===== src/rtl/qdec_pkg.sv =====
// Shared definitions for the quadrature A/B decoder: Gray state codes,
// step classification and the forward-sequence helper.
package qdec_pkg;

  localparam logic [1:0] S00 = 2'b00;
  localparam logic [1:0] S01 = 2'b01;
  localparam logic [1:0] S11 = 2'b11;
  localparam logic [1:0] S10 = 2'b10;

  typedef enum logic [1:0] {
    NONE = 2'd0,
    UP   = 2'd1,
    DN   = 2'd2,
    ERR  = 2'd3
  } step_cls_t;

  // Next state in the forward order 00 -> 01 -> 11 -> 10 -> 00.
  function automatic logic [1:0] next_fwd(input logic [1:0] state);
    logic [1:0] nxt;
    case (state)
      S00:     nxt = S01;
      S01:     nxt = S11;
      S11:     nxt = S10;
      default: nxt = S00;
    endcase
    return nxt;
  endfunction

endpackage


===== src/rtl/qdec_sync.sv =====
// Two-bit synchronizer for the A/B lines with an optional stability filter.
// Build option: define QDEC_FILTER_EN to enable the FILTER_LEN-sample filter.
module qdec_sync #(
  parameter int SYNC_STAGES = 2,
  parameter int FILTER_LEN  = 2
) (
  input  logic       clk,
  input  logic       reset,
  input  logic       a_in,
  input  logic       b_in,
  output logic [1:0] cur
);

  if (SYNC_STAGES < 2) begin : g_bad_sync
    $error("qdec_sync: SYNC_STAGES must be at least 2");
  end

  logic [1:0] sync_p [SYNC_STAGES];

  // Metastability chain: stage 0 samples the raw lines, later stages settle them.
  always_ff @(posedge clk) begin
    if (reset) begin
      for (int i = 0; i < SYNC_STAGES; i++) sync_p[i] <= 2'b00;
    end else begin
      sync_p[0] <= {a_in, b_in};
      for (int i = 1; i < SYNC_STAGES; i++) sync_p[i] <= sync_p[i-1];
    end
  end

`ifdef QDEC_FILTER_EN
  if (FILTER_LEN < 2) begin : g_bad_filter
    $error("qdec_sync: FILTER_LEN must be at least 2 when the filter is enabled");
  end

  logic [1:0] hist_p [FILTER_LEN-1];
  logic [1:0] hold_p;
  logic       stable;

  // History of past synchronized samples plus the last accepted value.
  always_ff @(posedge clk) begin
    if (reset) begin
      for (int i = 0; i < FILTER_LEN - 1; i++) hist_p[i] <= 2'b00;
      hold_p <= 2'b00;
    end else begin
      hist_p[0] <= sync_p[SYNC_STAGES-1];
      for (int i = 1; i < FILTER_LEN - 1; i++) hist_p[i] <= hist_p[i-1];
      hold_p <= cur;
    end
  end

  // Accept the current sample only once FILTER_LEN consecutive samples agree.
  always_comb begin
    stable = 1'b1;
    for (int i = 0; i < FILTER_LEN - 1; i++) begin
      if (hist_p[i] != sync_p[SYNC_STAGES-1]) stable = 1'b0;
    end
    cur = stable ? sync_p[SYNC_STAGES-1] : hold_p;
  end
`else
  if (FILTER_LEN < 1) begin : g_bad_filter
    $error("qdec_sync: FILTER_LEN must be positive");
  end

  assign cur = sync_p[SYNC_STAGES-1];
`endif

endmodule


===== src/rtl/quad_ab_decoder.sv =====
// Receive-side decoder for the 2-bit {A,B} Gray sequence: priming, step
// classification, wrapping position counter, direction and saturating errors.
// Build option: define QDEC_FILTER_EN to add the input stability filter.
module quad_ab_decoder
  import qdec_pkg::*;
#(
  parameter int CNT_W       = 8,
  parameter int ERR_W       = 4,
  parameter int SYNC_STAGES = 2,
  parameter int FILTER_LEN  = 2
) (
  input  logic             clk,
  input  logic             reset,
  input  logic             a_in,
  input  logic             b_in,
  input  logic             clr,
  output logic [CNT_W-1:0] count,
  output logic             step_up,
  output logic             step_dn,
  output logic             dir,
  output logic             err,
  output logic [ERR_W-1:0] err_cnt
);

`ifdef QDEC_FILTER_EN
  localparam int PRIME_N = SYNC_STAGES + FILTER_LEN;
`else
  localparam int PRIME_N = SYNC_STAGES + 1;
`endif
  localparam int PRIME_W = $clog2(PRIME_N + 1);

  logic [1:0]         cur;
  logic [1:0]         prev_p1;
  logic [PRIME_W-1:0] prime_cnt;
  logic               primed;
  step_cls_t          cls;

  function automatic logic [ERR_W-1:0] sat_inc(input logic [ERR_W-1:0] v);
    return (&v) ? v : v + 1'b1;
  endfunction

  qdec_sync #(
    .SYNC_STAGES(SYNC_STAGES),
    .FILTER_LEN (FILTER_LEN)
  ) u_sync (
    .clk  (clk),
    .reset(reset),
    .a_in (a_in),
    .b_in (b_in),
    .cur  (cur)
  );

  assign primed = (prime_cnt == PRIME_W'(PRIME_N));

  // Classify the change between the previous and current state word.
  always_comb begin
    if (cur == prev_p1)                cls = NONE;
    else if (cur == next_fwd(prev_p1)) cls = UP;
    else if (prev_p1 == next_fwd(cur)) cls = DN;
    else                               cls = ERR;
  end

  // Register pulses and update count/dir/err_cnt; clr overrides the counters only.
  always_ff @(posedge clk) begin
    if (reset) begin
      prime_cnt <= '0;
      prev_p1   <= S00;
      count     <= '0;
      err_cnt   <= '0;
      dir       <= 1'b0;
      step_up   <= 1'b0;
      step_dn   <= 1'b0;
      err       <= 1'b0;
    end else begin
      prev_p1 <= cur;
      step_up <= 1'b0;
      step_dn <= 1'b0;
      err     <= 1'b0;
      if (!primed) begin
        prime_cnt <= prime_cnt + 1'b1;
      end else begin
        case (cls)
          UP: begin
            step_up <= 1'b1;
            count   <= count + 1'b1;
            dir     <= 1'b1;
          end
          DN: begin
            step_dn <= 1'b1;
            count   <= count - 1'b1;
            dir     <= 1'b0;
          end
          ERR: begin
            err     <= 1'b1;
            err_cnt <= sat_inc(err_cnt);
          end
          default: ;
        endcase
      end
      if (clr) begin
        count   <= '0;
        err_cnt <= '0;
      end
    end
  end

endmodule


===== config.mk =====
export PLATFORM = sky130hd
export DESIGN_NAME = quad_ab_decoder
export DESIGN_NICKNAME = d
export VERILOG_FILES = /design/src/rtl/qdec_pkg.sv /design/src/rtl/qdec_sync.sv /design/src/rtl/quad_ab_decoder.sv
export SDC_FILE = /design/constraint.sdc
export NUM_CORES = 1
export LEC_CHECK = 0
export CORE_MARGIN = 2
export CORE_UTILIZATION = 57
export DETAILED_ROUTE_END_ITERATION = 10
export GPL_ROUTABILITY_DRIVEN = 0
export PLACE_DENSITY = 0.84
export SYNTH_ARGS = -nofsm -noshare
export SYNTH_HDL_FRONTEND = slang
export SYNTH_SLANG_ARGS = --single-unit

===== constraint.sdc =====
create_clock -name clk -period 8.1 [get_ports clk]
set_input_delay 0.81 -clock clk [delete_from_list [all_inputs] [get_ports clk]]
set_output_delay 0.81 -clock clk [all_outputs]
set_load 0.005 [all_outputs]

-- Word level (Yosys, flattened, before mapping)
Memories as Yosys holds them, arrays and structs flattened.
Index checks and enable logic that the tools add are counted.
W data, S select, Z words.
- flip-flop bits (word level): 20
- bits in writable memories: 4
- input bits: 5
- logic and storage cells: 54
- memories: 1
- add/subtract/negate cells: 4
- equal/unequal tests: 11
- multiplexer cells: 18
- bitwise operators: 4
- reductions and logical operators: 8
- memory list (name ; words ; bits a word ; read ports ; clocked after Yosys merged registers in ; write ports ; RTL line ; text):
    u_sync.sync_p ; 2 ; 2 ; 2 ; 0 ; 2 ; qdec_sync.sv:18 ; logic [1:0] sync_p [SYNC_STAGES];
- operators by type and width (cell ; number):
    $pmux W8 S2 ; 1
    $mux W2 ; 7
    $pmux W2 S3 ; 2
    $eq A2 B2 Y1 const B ; 5
    $add A8 B1 Y8 const B ; 1
    $sub A8 B1 Y8 const B ; 1
    $mux W1 ; 7
    $eq A2 B1 Y1 const B ; 3
    $eq A2 B2 Y1 ; 3
    $add A4 B1 Y4 const B ; 1
    $logic_not A2 Y1 ; 2
    $reduce_and A4 Y1 ; 1
    $reduce_or A2 Y1 ; 2
    $reduce_and A3 Y1 ; 1
    $add A2 B1 Y2 const B ; 1
    $not A1 Y1 ; 2
    $or A1 B1 Y1 ; 2
    $pmux W1 S2 ; 1
    $reduce_and A2 Y1 ; 1
    $reduce_bool A2 Y1 ; 1

-- Longest topological paths before layout
- depth in word-level cells: 13
- mapped depth: 14
- depth with buffers taken out: 12

-- Cells and area by module
A second synthesis with hierarchy kept.
- cells, all modules: 152
- area, all modules: 1336.3 um^2
- modules (own cells, without submodules) (module ; times used ; cells each ; area an instance (um^2) ; seq. area each (um^2)):
    quad_ab_decoder ; 1 ; 142 ; 1216.2 ; 400.4
    qdec_sync ; 1 ; 10 ; 120.1 ; 80.1

-- Worst setup path before layout
Ideal clock, no wire load.
- path type: flip-flop to flip-flop
- start: reg prev_p1[0]
- end: reg count[4]
- setup time: 0.131 ns
- arrival: 2.448 ns
- path slack: 5.520 ns
- stages on the path, launching flop included: 15
- clock period less this slack: 2.580 ns
- cell sequence: dfxtp_1 nor2_1 a21oi_1 nor2_1 a21oi_1 ha_1 buf_2 buf_2 xor2_1 ha_1 and3b_1 o21ai_1 nor2b_1 o311ai_1 o41ai_1
- longest elaborated chain between the ends: 9
- elaborated cells between the ends (all ways): 16
- classes of those cells: eq/ne: 7; mux: 6; reduce/logical: 3
- ends and longest elaborated chain (item ; RTL line ; text):
    start: declaration ; quad_ab_decoder.sv:33 ; logic [1:0] prev_p1;
    start signal: assignment ; quad_ab_decoder.sv:75 ; prev_p1 <= cur;
    $eq A2 B2 Y1 (tied with other cells) ; qdec_pkg.sv:20 ; case (state)
    $pmux W2 S3 ; qdec_pkg.sv:20 ;
    $mux W2 ; quad_ab_decoder.sv:57 ; if (cur == prev_p1) cls = NONE;
    $eq A2 B2 Y1 ; quad_ab_decoder.sv:58 ; else if (cur == next_fwd(prev_p1)) cls = UP;
    $mux W2 ; quad_ab_decoder.sv:58 ;
    $mux W2 * ; quad_ab_decoder.sv:57 ;
    $eq A2 B2 Y1 / $eq A2 B1 Y1 (equally long branches) ; quad_ab_decoder.sv:82 ; case (cls)
    $reduce_bool A2 Y1 (no line) ; - ;
    $reduce_and A2 Y1 (no line) ; - ;
    end signal: assignment ; quad_ab_decoder.sv:85 ; count <= count + 1'b1;
    end signal: assignment ; quad_ab_decoder.sv:90 ; count <= count - 1'b1;
    end: declaration ; quad_ab_decoder.sv:17 ; output logic [CNT_W-1:0] count,
Mark *: on every way between the ends. The rest lies on a longest branch, timed or not. The select of a mux whose other input is x is not followed.
A chain may end at the register's enable or synchronous reset.

-- Worst setup path in the final report
Same ends and word-level chain as after synthesis.

==> metrics.csv <==
metric;value;unit
status;completed;
fin crit period;2.994;ns
initial antenna violation count;0;
GRT Overall Usage;22.98;%
vias in the first global route;1117;
share of layout cells above drive strength 1;8.333;%
Static Leak;0.0005960;uW
clock slew at the register clock pins of the worst setup and hold paths;0.13;ns
Startpoint Class;flop;
Root Driver;clkbuf_4;
CTS tree;built;
final wirelength;2704;um
Distinct cells, synth;46;
htree depth;1;
worst rel slew slack;55.69;%
post-synthesis register bit count;24;
Syn Area/Cell;8.879;sq um
Cells after DPL;192;
final hold violation count;0;
die height;53.14;um
Num CTS Buffers;3;
fin crit share;36.97;%
most frequent cell after synthesis;dfxtp_1;
per-cell routed wire length;13.80;um
R2R depth;12;
Hold Crit Depth;1;
number of max-cap violations;0;
Worst Skew;0.004604;ns
core area;2255;sq um
vias per std cell;5.806;
CP required;8.31;ns
Die X;53.14;um
endpoints failing setup;0;
fin. max-slew vios;0;
PostCTS Resize Cnt;0;
first-pass GRT wire length;4774;um
CP delay by family, top;compound AO/OA/AOI/OAI gates;
DIE AREA;2824;sq um
Critical R2R Capture;count[4];
worst path cell trace;nor2_1 > a21oi_1 > nor2_1 > a21oi_1 > ha_1 > xor2_1 > ha_1 > and3b_1 > o21ai_1 > nor2b_1 > o311ai_1 > o41ai_1;
Sum Neg Setup Slack;0;ns
Critical Path AT;3.20;ns
Reg2Reg Setup Slack;5.11;ns
Clock Tree Buf Depth;2;
IO buf count;20;
post-synthesis net count;167;
Synth Instances;155;
Hold Crit Class;flop to flop;
Hold Path Origin;u_sync.sync_p[0][1];
top post-synthesis cells by count;24 x dfxtp_1, 13 x nand2_1, 12 x a21oi_1, 12 x nor2_1, 9 x nor2b_1;
Post-CTS Setup Inserts;0;
power density over the cells;152.7;nW/um^2
post-route ant nets;0;
final core utilization;70.59;%
Warnings, synthesis;0;
Top Ports;21;
grt total ovfl;0;
Crit Path Class;flop to flop;
worst slew pin tran;0.6647;ns
Hold EP;u_sync.sync_p[0][3];
hold_buf cts;0;
Worst IR Drop VDD;0.1149;mV
Ant. Diodes;0;
main area contributors after synthesis;dfxtp_1 35%, ha_1 6.4%, mux2i_1 5.1%, a21oi_1 4.4%, nor2b_1 4.1%;
First-pass DRT Iterations;4;
f_max;334.0;MHz
CTS Sinks;24;
Worst Path Max Fanout;21;
Synth Cell Area;1376;sq um
RSZ-0062 raised after global routing;no;
largest net degree at the start of global routing;22;
Async SR Flop Fraction;0;%
Starting Density;61.04;%
EDFF count, synth;0;
synth-to-layout area growth;15.64;%
Buf/Inv on CP;0;
type of destination of the critical path;flop;
Slowest-stage cell, CP;ha_1;
Non-Filler Instances;196;
critical path startpoint;prev_p1[0];
largest area contributor in the synthesized netlist;dfxtp_1;
vias after detailed routing;1138;
sequential share of the synthesized area;34.91;%
DRT iter0 DRCs;34;
Reg-to-Reg Start;prev_p1[0];
drc violations;0;
slowest stage delay, CP;0.65;ns
DP Wirelength;1914;um
Main synth FF type;dfxtp_1;
Clk Latency, worst-skew pair;0.32;ns
Site Rows;17;
NumNets Final;181;
Yosys top cell area share;34.91;%
## worst register-to-register path, cell delays in order, from the launching register on
cell and delay, ns:
dfxtp_1 0.43, nor2_1 0.08, a21oi_1 0.13, nor2_1 0.06
a21oi_1 0.26, ha_1 0.65, xor2_1 0.21, ha_1 0.21
and3b_1 0.18, o21ai_1 0.08, nor2b_1 0.18, o311ai_1 0.29
o41ai_1 0.12
## layout make-up
cell class / count / area (sq um)
clock buffer: 3 / 22.52
clock inverter: 1 / 30.03
fill: 192 / 663.1
inverter: 2 / 7.507
multi-input combinational: 118 / 815.8
sequential: 24 / 480.5
tap: 28 / 35.03
timing repair buffer: 20 / 200.2
## metal layers
| metal | track usage, % | wire, um |
|---|---|---|
| met2 | 40.63 | 1372 |
| met1 | 26.84 | 1176 |
| met4 | 9.829 | 53 |
| met5 | 0 | 0 |
| met3 | 4.237 | 102 |
## through the flow
stage	total power, uW	area [sq um]	hold WS, ns	setup slack, ns
floorplan	152.1	1376	0.4138	5.520
global placement	157.4	1539	0.4172	5.342
detailed placement	159.7	1539	0.4301	5.164
CTS	245.6	1592	0.4614	5.093
global route	253.8	1592	0.4794	4.681
finish	243.0	1592	0.4578	5.106
## sequential cells by signal (all words and copies together), names as in the netlist
signal / cells
count: 8
err_cnt: 4
u_sync.sync_p: 4
prev_p1: 2
prime_cnt: 2
dir: 1
err: 1
step_dn: 1
step_up: 1
## power by group
part / total (uW) / switching, uW / internal (uW)
registers: 125 / 2.83 / 122
logic: 32.3 / 17.0 / 15.3
clock network: 85.8 / 35.7 / 50.1
## cell usage in the layout, fill, tap and decap left out, types with 2 or more instances in the layout
cell,synthesis,layout
mux2i_1,7,7
o21ai_1,2,2
a31oi_1,2,2
nand2_1,13,13
and3b_1,4,4
inv_1,2,2
o21a_1,2,2
clkbuf_4,0,3
a21oi_1,12,12
or3b_4,2,2
dfxtp_1,24,24
nand3_1,2,2
or3_1,3,3
nor2_1,12,12
nand3b_1,2,2
nand2b_1,2,2
ha_1,7,7
xor2_1,6,6
clkdlybuf4s50_1,0,20
xnor2_1,3,3
nor2b_1,9,9
o21ai_0,6,6
## how the worst max path moves through the flow
stage / endpoint / cells past startpoint
4_1_cts: count[4] / 12
2_1_floorplan: count[4] / 14
3_5_place_dp: count[4] / 12
6_report: count[4] / 12
5_1_grt: count[4] / 12
3_3_place_gp: count[4] / 12
## logic make-up after synthesis
family | Yosys count | share of synthesized area, %
buf+inv | 13 | 5.818
simple gates | 59 | 24.64
flops | 24 | 34.91
xor+xnor | 9 | 5.728
mux | 8 | 5.909
fa+ha+maj | 7 | 6.363
compound gates | 35 | 16.64
Power figures use the tool's default switching activity.
